File: src/rtl/mult_job_sequencer.sv
// Job sequencer for the add/shift signed multiplier datapath: queues operand pairs,
// steps the datapath through WIDTH add/shift pairs per job and hands back each product.
module mult_job_sequencer #(
    parameter int WIDTH = 8,
    parameter int DEPTH = 4
) (
    input  logic                 Clk,
    input  logic                 Reset,
    input  logic                 in_valid,
    output logic                 in_ready,
    input  logic [WIDTH-1:0]     in_mcand,
    input  logic [WIDTH-1:0]     in_mplier,
    output logic [WIDTH-1:0]     dp_mcand,
    output logic [WIDTH-1:0]     dp_mplier,
    output logic                 dp_load,
    output logic                 dp_add,
    output logic                 dp_sub,
    output logic                 dp_shift,
    input  logic                 dp_m,
    input  logic [2*WIDTH-1:0]   dp_result,
    output logic                 out_valid,
    input  logic                 out_ready,
    output logic [2*WIDTH-1:0]   out_prod,
    output logic                 busy
);

    localparam int AW = (DEPTH > 1) ? $clog2(DEPTH) : 1;
    localparam int CW = AW + 1;
    localparam int SW = (WIDTH > 1) ? $clog2(WIDTH) : 1;
    localparam logic [SW-1:0] LAST_STEP = SW'(WIDTH - 1);
    localparam logic [CW-1:0] FULL_CNT  = CW'(DEPTH);

    typedef enum logic [2:0] {
        S_IDLE  = 3'd0,
        S_LOAD  = 3'd1,
        S_ADD   = 3'd2,
        S_SHIFT = 3'd3,
        S_DONE  = 3'd4
    } state_t;

    // ---------------- job FIFO ----------------
    logic [2*WIDTH-1:0] mem_q [DEPTH];
    logic [AW-1:0]      wr_ptr_q, wr_ptr_d;
    logic [AW-1:0]      rd_ptr_q, rd_ptr_d;
    logic [CW-1:0]      count_q, count_d;
    logic               full;
    logic               empty;
    logic               push;
    logic               pop;
    logic [2*WIDTH-1:0] head;

    state_t             state_q;

    // in_ready depends only on the occupancy register, never on this cycle's pop
    assign full     = (count_q == FULL_CNT);
    assign empty    = (count_q == '0);
    assign in_ready = ~full;
    assign push     = in_valid & ~full;
    assign pop      = (state_q == S_IDLE) & ~empty;
    assign head     = mem_q[rd_ptr_q];

    always_comb begin
        wr_ptr_d = wr_ptr_q;
        rd_ptr_d = rd_ptr_q;
        count_d  = count_q;
        if (push) begin
            wr_ptr_d = wr_ptr_q + AW'(1);
        end
        if (pop) begin
            rd_ptr_d = rd_ptr_q + AW'(1);
        end
        case ({push, pop})
            2'b10:   count_d = count_q + CW'(1);
            2'b01:   count_d = count_q - CW'(1);
            default: count_d = count_q;
        endcase
    end

    always_ff @(posedge Clk or posedge Reset) begin
        if (Reset) begin
            wr_ptr_q <= '0;
            rd_ptr_q <= '0;
            count_q  <= '0;
        end else begin
            wr_ptr_q <= wr_ptr_d;
            rd_ptr_q <= rd_ptr_d;
            count_q  <= count_d;
        end
    end

    // Storage needs no reset: the pointers and count define what is valid.
    always_ff @(posedge Clk) begin
        if (push) begin
            mem_q[wr_ptr_q] <= {in_mcand, in_mplier};
        end
    end

    // ---------------- step sequencer ----------------
    logic [SW-1:0]    cnt_q;
    logic [WIDTH-1:0] dp_mcand_q;
    logic [WIDTH-1:0] dp_mplier_q;
    logic             load_q;
    logic             add_ph_q;
    logic             shift_q;
    logic             out_valid_q;

    always_ff @(posedge Clk or posedge Reset) begin
        if (Reset) begin
            state_q     <= S_IDLE;
            cnt_q       <= '0;
            dp_mcand_q  <= '0;
            dp_mplier_q <= '0;
            load_q      <= 1'b0;
            add_ph_q    <= 1'b0;
            shift_q     <= 1'b0;
            out_valid_q <= 1'b0;
        end else begin
            case (state_q)
                S_IDLE: begin
                    if (!empty) begin
                        dp_mcand_q  <= head[2*WIDTH-1:WIDTH];
                        dp_mplier_q <= head[WIDTH-1:0];
                        load_q      <= 1'b1;
                        state_q     <= S_LOAD;
                    end
                end
                S_LOAD: begin
                    load_q   <= 1'b0;
                    cnt_q    <= '0;
                    add_ph_q <= 1'b1;
                    state_q  <= S_ADD;
                end
                S_ADD: begin
                    add_ph_q <= 1'b0;
                    shift_q  <= 1'b1;
                    state_q  <= S_SHIFT;
                end
                S_SHIFT: begin
                    shift_q <= 1'b0;
                    if (cnt_q == LAST_STEP) begin
                        out_valid_q <= 1'b1;
                        state_q     <= S_DONE;
                    end else begin
                        cnt_q    <= cnt_q + SW'(1);
                        add_ph_q <= 1'b1;
                        state_q  <= S_ADD;
                    end
                end
                S_DONE: begin
                    if (out_ready) begin
                        out_valid_q <= 1'b0;
                        state_q     <= S_IDLE;
                    end
                end
                default: begin
                    load_q      <= 1'b0;
                    add_ph_q    <= 1'b0;
                    shift_q     <= 1'b0;
                    out_valid_q <= 1'b0;
                    state_q     <= S_IDLE;
                end
            endcase
        end
    end

    // Add/sub must follow the live B[0] of the datapath, so they are gated here
    // rather than registered; the sign-weighted top bit is subtracted.
    assign dp_add    = add_ph_q & (cnt_q != LAST_STEP) & dp_m;
    assign dp_sub    = add_ph_q & (cnt_q == LAST_STEP) & dp_m;
    assign dp_load   = load_q;
    assign dp_shift  = shift_q;
    assign dp_mcand  = dp_mcand_q;
    assign dp_mplier = dp_mplier_q;
    assign out_valid = out_valid_q;
    assign out_prod  = dp_result;
    assign busy      = (state_q != S_IDLE) | ~empty;

endmodule

File: config.mk
export PLATFORM = sky130hd
export DESIGN_NAME = mult_job_sequencer
export DESIGN_NICKNAME = d
export VERILOG_FILES = /design/src/rtl/mult_job_sequencer.sv
export SDC_FILE = /design/constraint.sdc
export NUM_CORES = 1
export LEC_CHECK = 0
export BUFFER_PORTS_ARGS = -buffer_cell sky130_fd_sc_hd__buf_2
export CAP_MARGIN = 20
export CORE_MARGIN = 2
export CORE_UTILIZATION = 43
export CTS_CLUSTER_SIZE = 28
export DETAILED_ROUTE_END_ITERATION = 10
export GPL_ROUTABILITY_DRIVEN = 1
export SLEW_MARGIN = 25
export SYNTH_ARGS = -nofsm -noshare
export SYNTH_HDL_FRONTEND = slang
export SYNTH_SLANG_ARGS = --single-unit
File: constraint.sdc
create_clock -name Clk -period 3 [get_ports Clk]
set_input_delay 0.75 -clock Clk [delete_from_list [all_inputs] [get_ports Clk]]
set_output_delay 0.75 -clock Clk [all_outputs]
set_load 0.1 [all_outputs]
==> key figures <==
Routing
  • Initial DRT Pass Iterations: 4
  • Routed vias/inst: 5.01
  • Remaining antenna violation count: 0
  • Initial drt markers: 66
  • DR WL/cell: 16.7 um
  • Routed wire length: 6310 um
  • DR DRC count: 0
  • Total number of vias: 1894

STA
  • Hold WS: 0.482 ns
  • F_max: 0.395 GHz
  • Worst-case clock skew: 0.00798 ns
  • Max-slew violations: 0
  • Slew margin rel.: 0.507
  • Setup TNS: 0 ns
  • Final hold violation count: 0
  • Final period util: 0.845
  • RSZ-0062 raised after global routing: false
  • Final setup vio count: 0
  • Worst Tran Pin Value: roughly 0.74 ns
  • Fin crit period: 2.53 ns

GRT
  • Largest net degree at the start of global routing: 34
  • Vias in the first global route: around 2.0k
  • Antenna violations before repair: 0
  • First-pass GRT wire length: 10200 um
  • GRT Overall Usage: 0.138
  • Grt total ovfl: 0

Synth
  • Predominant post-synthesis flop cell: edfxtp_1
  • Post-synth ARST share: 0.340
  • Cells after Synth: 225
  • Synth Cell Area: 0.00400 mm^2
  • Post-synth top area share: 0.481
  • Register bit total from synthesis: 97
  • Count leader, synth: edfxtp_1
  • Post-synthesis sequential area ratio: 0.688
  • Syn_nets: 270
  • Post-synth top cells: edfxtp_1, dfrtp_1, buf_4, mux2_2, inv_1
  • Yosys cell types: 37
  • EDFF count, synth: 64
  • Ys Warns: 0
  • Yosys top cell by area: edfxtp_1
  • Synth top area cells: edfxtp_1, dfrtp_1, mux4_1, mux2_2, mux4_2
  • Avg Inst Size Synth: 17.8 um^2

Clocking
  • TritonCTS clock tree: built
  • TritonCTS buffer count: 9
  • Clock H-tree levels: 3
  • Clk sinks: 97
  • Worst skew pair latency: 0.35 ns
  • Root buffer cell: clkbuf_8
  • Worst-path clk slew: 0.09 ns
  • Clk buf depth: 2
  • Post_cts resized: 0
  • Hold-fix buffers at CTS: 0
  • Post-CTS Repair Setup Buffers: 0

Critical path
  • Critical Path Start: cnt_q[0]
  • CP Launch Type: flop
  • Reg2reg start: count_q[0]
  • Critical path arrival: 1.78 ns
  • Req. time, crit path: 2.25 ns
  • Kind of critical path: flop to output pin
  • Crit end category: output pin
  • Crit path max fanout: 7

Place
  • DP Area: 0.00422 mm^2
  • Routability cong.: 0.717
  • Detailed placement HPWL: 3950 um
  • IO Port Bufs: 43

Finish
  • Share of cells above drive strength 1: 0.341
  • Fin area: 0.00439 mm^2
  • Area grow syn2layout: 9.80%
  • Number of antenna diodes: 0
  • Fin util: 0.482
  • Nets: 307

Floorplanning
  • Core box area: about 0.0091 mm^2
  • Initial Utilization: 0.439
  • Die Wd: 100 um
  • Top Ports: 76
  • Die height: 100 um
  • Row Count: 35
  • Die ar.: between 0.01 and 0.015 mm^2

Run
  • Max_cap viols: 0

Run status
  • Status: complete, no violations

Worst hold path
  • Min-delay worst type: input pin to async pin
-- through the flow --
step	setup WS [ns]	cells
after global placement	0.851	362
after detailed placement	0.795	362
final	0.466	378
after global routing	0.388	378
after CTS	0.439	378
after floorplan	0.169	225
-- path summary, 6_finish.rpt --
kind | to | cells after the start | slack [ns]
setup / recovery | dp_add | 4 | 0.47
hold / removal | cnt_q[1] | 3 | 0.48
setup reg to reg | count_q[2] | 9 | 0.81
hold reg to reg | cnt_q[0] | 1 | 0.50
max in group asynchronous | dp_mplier[3] | 3 | 2.20
min in group Clk | cnt_q[0] | 1 | 0.50
-- area by class of cell --
cell class	instances	area, um^2
Fill cell	791	4720
Sequential cell	97	2750
Multi-Input combinational cell	95	1030
Timing Repair Buffer	49	260
Tap cell	111	139
Clock buffer	11	131
Clock inverter	5	41.3
Inverter	10	37.5
-- sequential cells by signal, summed over array words and instances (netlist names), 2 cells and up --
signal     cells
mem_q         64
dp_mcand       8
dp_mplier      8
cnt_q          3
count_q        3
state_q        3
rd_ptr_q       2
wr_ptr_q       2
-- per-layer routing --
| metal | GRT usage | share of wire | vias to the layer above |
|---|---|---|---|
| met5 | 0 | 0 | - |
| met1 | 0.165 | 0.44 | 939 |
| met3 | 0.0501 | 0.049 | 10 |
| met2 | 0.233 | 0.50 | 44 |
| li1 | - | - | 901 |
| met4 | 0.0432 | 0.013 | 0 |
-- placed cells by master (no fill, tap or decap), types with 2 or more instances in the layout --
| cell | instances |
|---|---|
| nor2_1 | 6 |
| dfrtp_1 | 33 |
| clkbuf_8 | 9 |
| clkinv_4 | 2 |
| buf_2 | 43 |
| nand2_1 | 8 |
| mux4_1 | 8 |
| xnor2_1 | 4 |
| mux4_2 | 8 |
| nor3_1 | 3 |
| clkbuf_1 | 2 |
| o21ai_0 | 5 |
| xor2_1 | 2 |
| ha_1 | 7 |
| buf_4 | 6 |
| nand3_1 | 2 |
| inv_1 | 10 |
| mux2i_1 | 2 |
| edfxtp_1 | 64 |
| mux2_2 | 16 |
| and3_1 | 6 |
| a21oi_1 | 3 |
-- worst max-delay path: stages, from the launching register on --
cell	delay [ns]
dfrtp_1	0.41
ha_1	0.20
ha_1	0.26
nor2_1	0.13
buf_2	0.43
-- cells by family after synthesis --
family | count (synthesis) | share of synthesized area
flip-flops | 97 | 0.688
XOR/XNOR | 6 | 0.0131
multiplexers | 35 | 0.152
adder cells (fa/ha/maj) | 8 | 0.0269
AO/OA/AOI/OAI | 12 | 0.0178
AND/OR/NAND/NOR | 34 | 0.0485
buffers and inverters | 33 | 0.0545
Power is not shown: default switching activity piles up to over one toggle a cycle in this logic, so the estimate is an artifact.
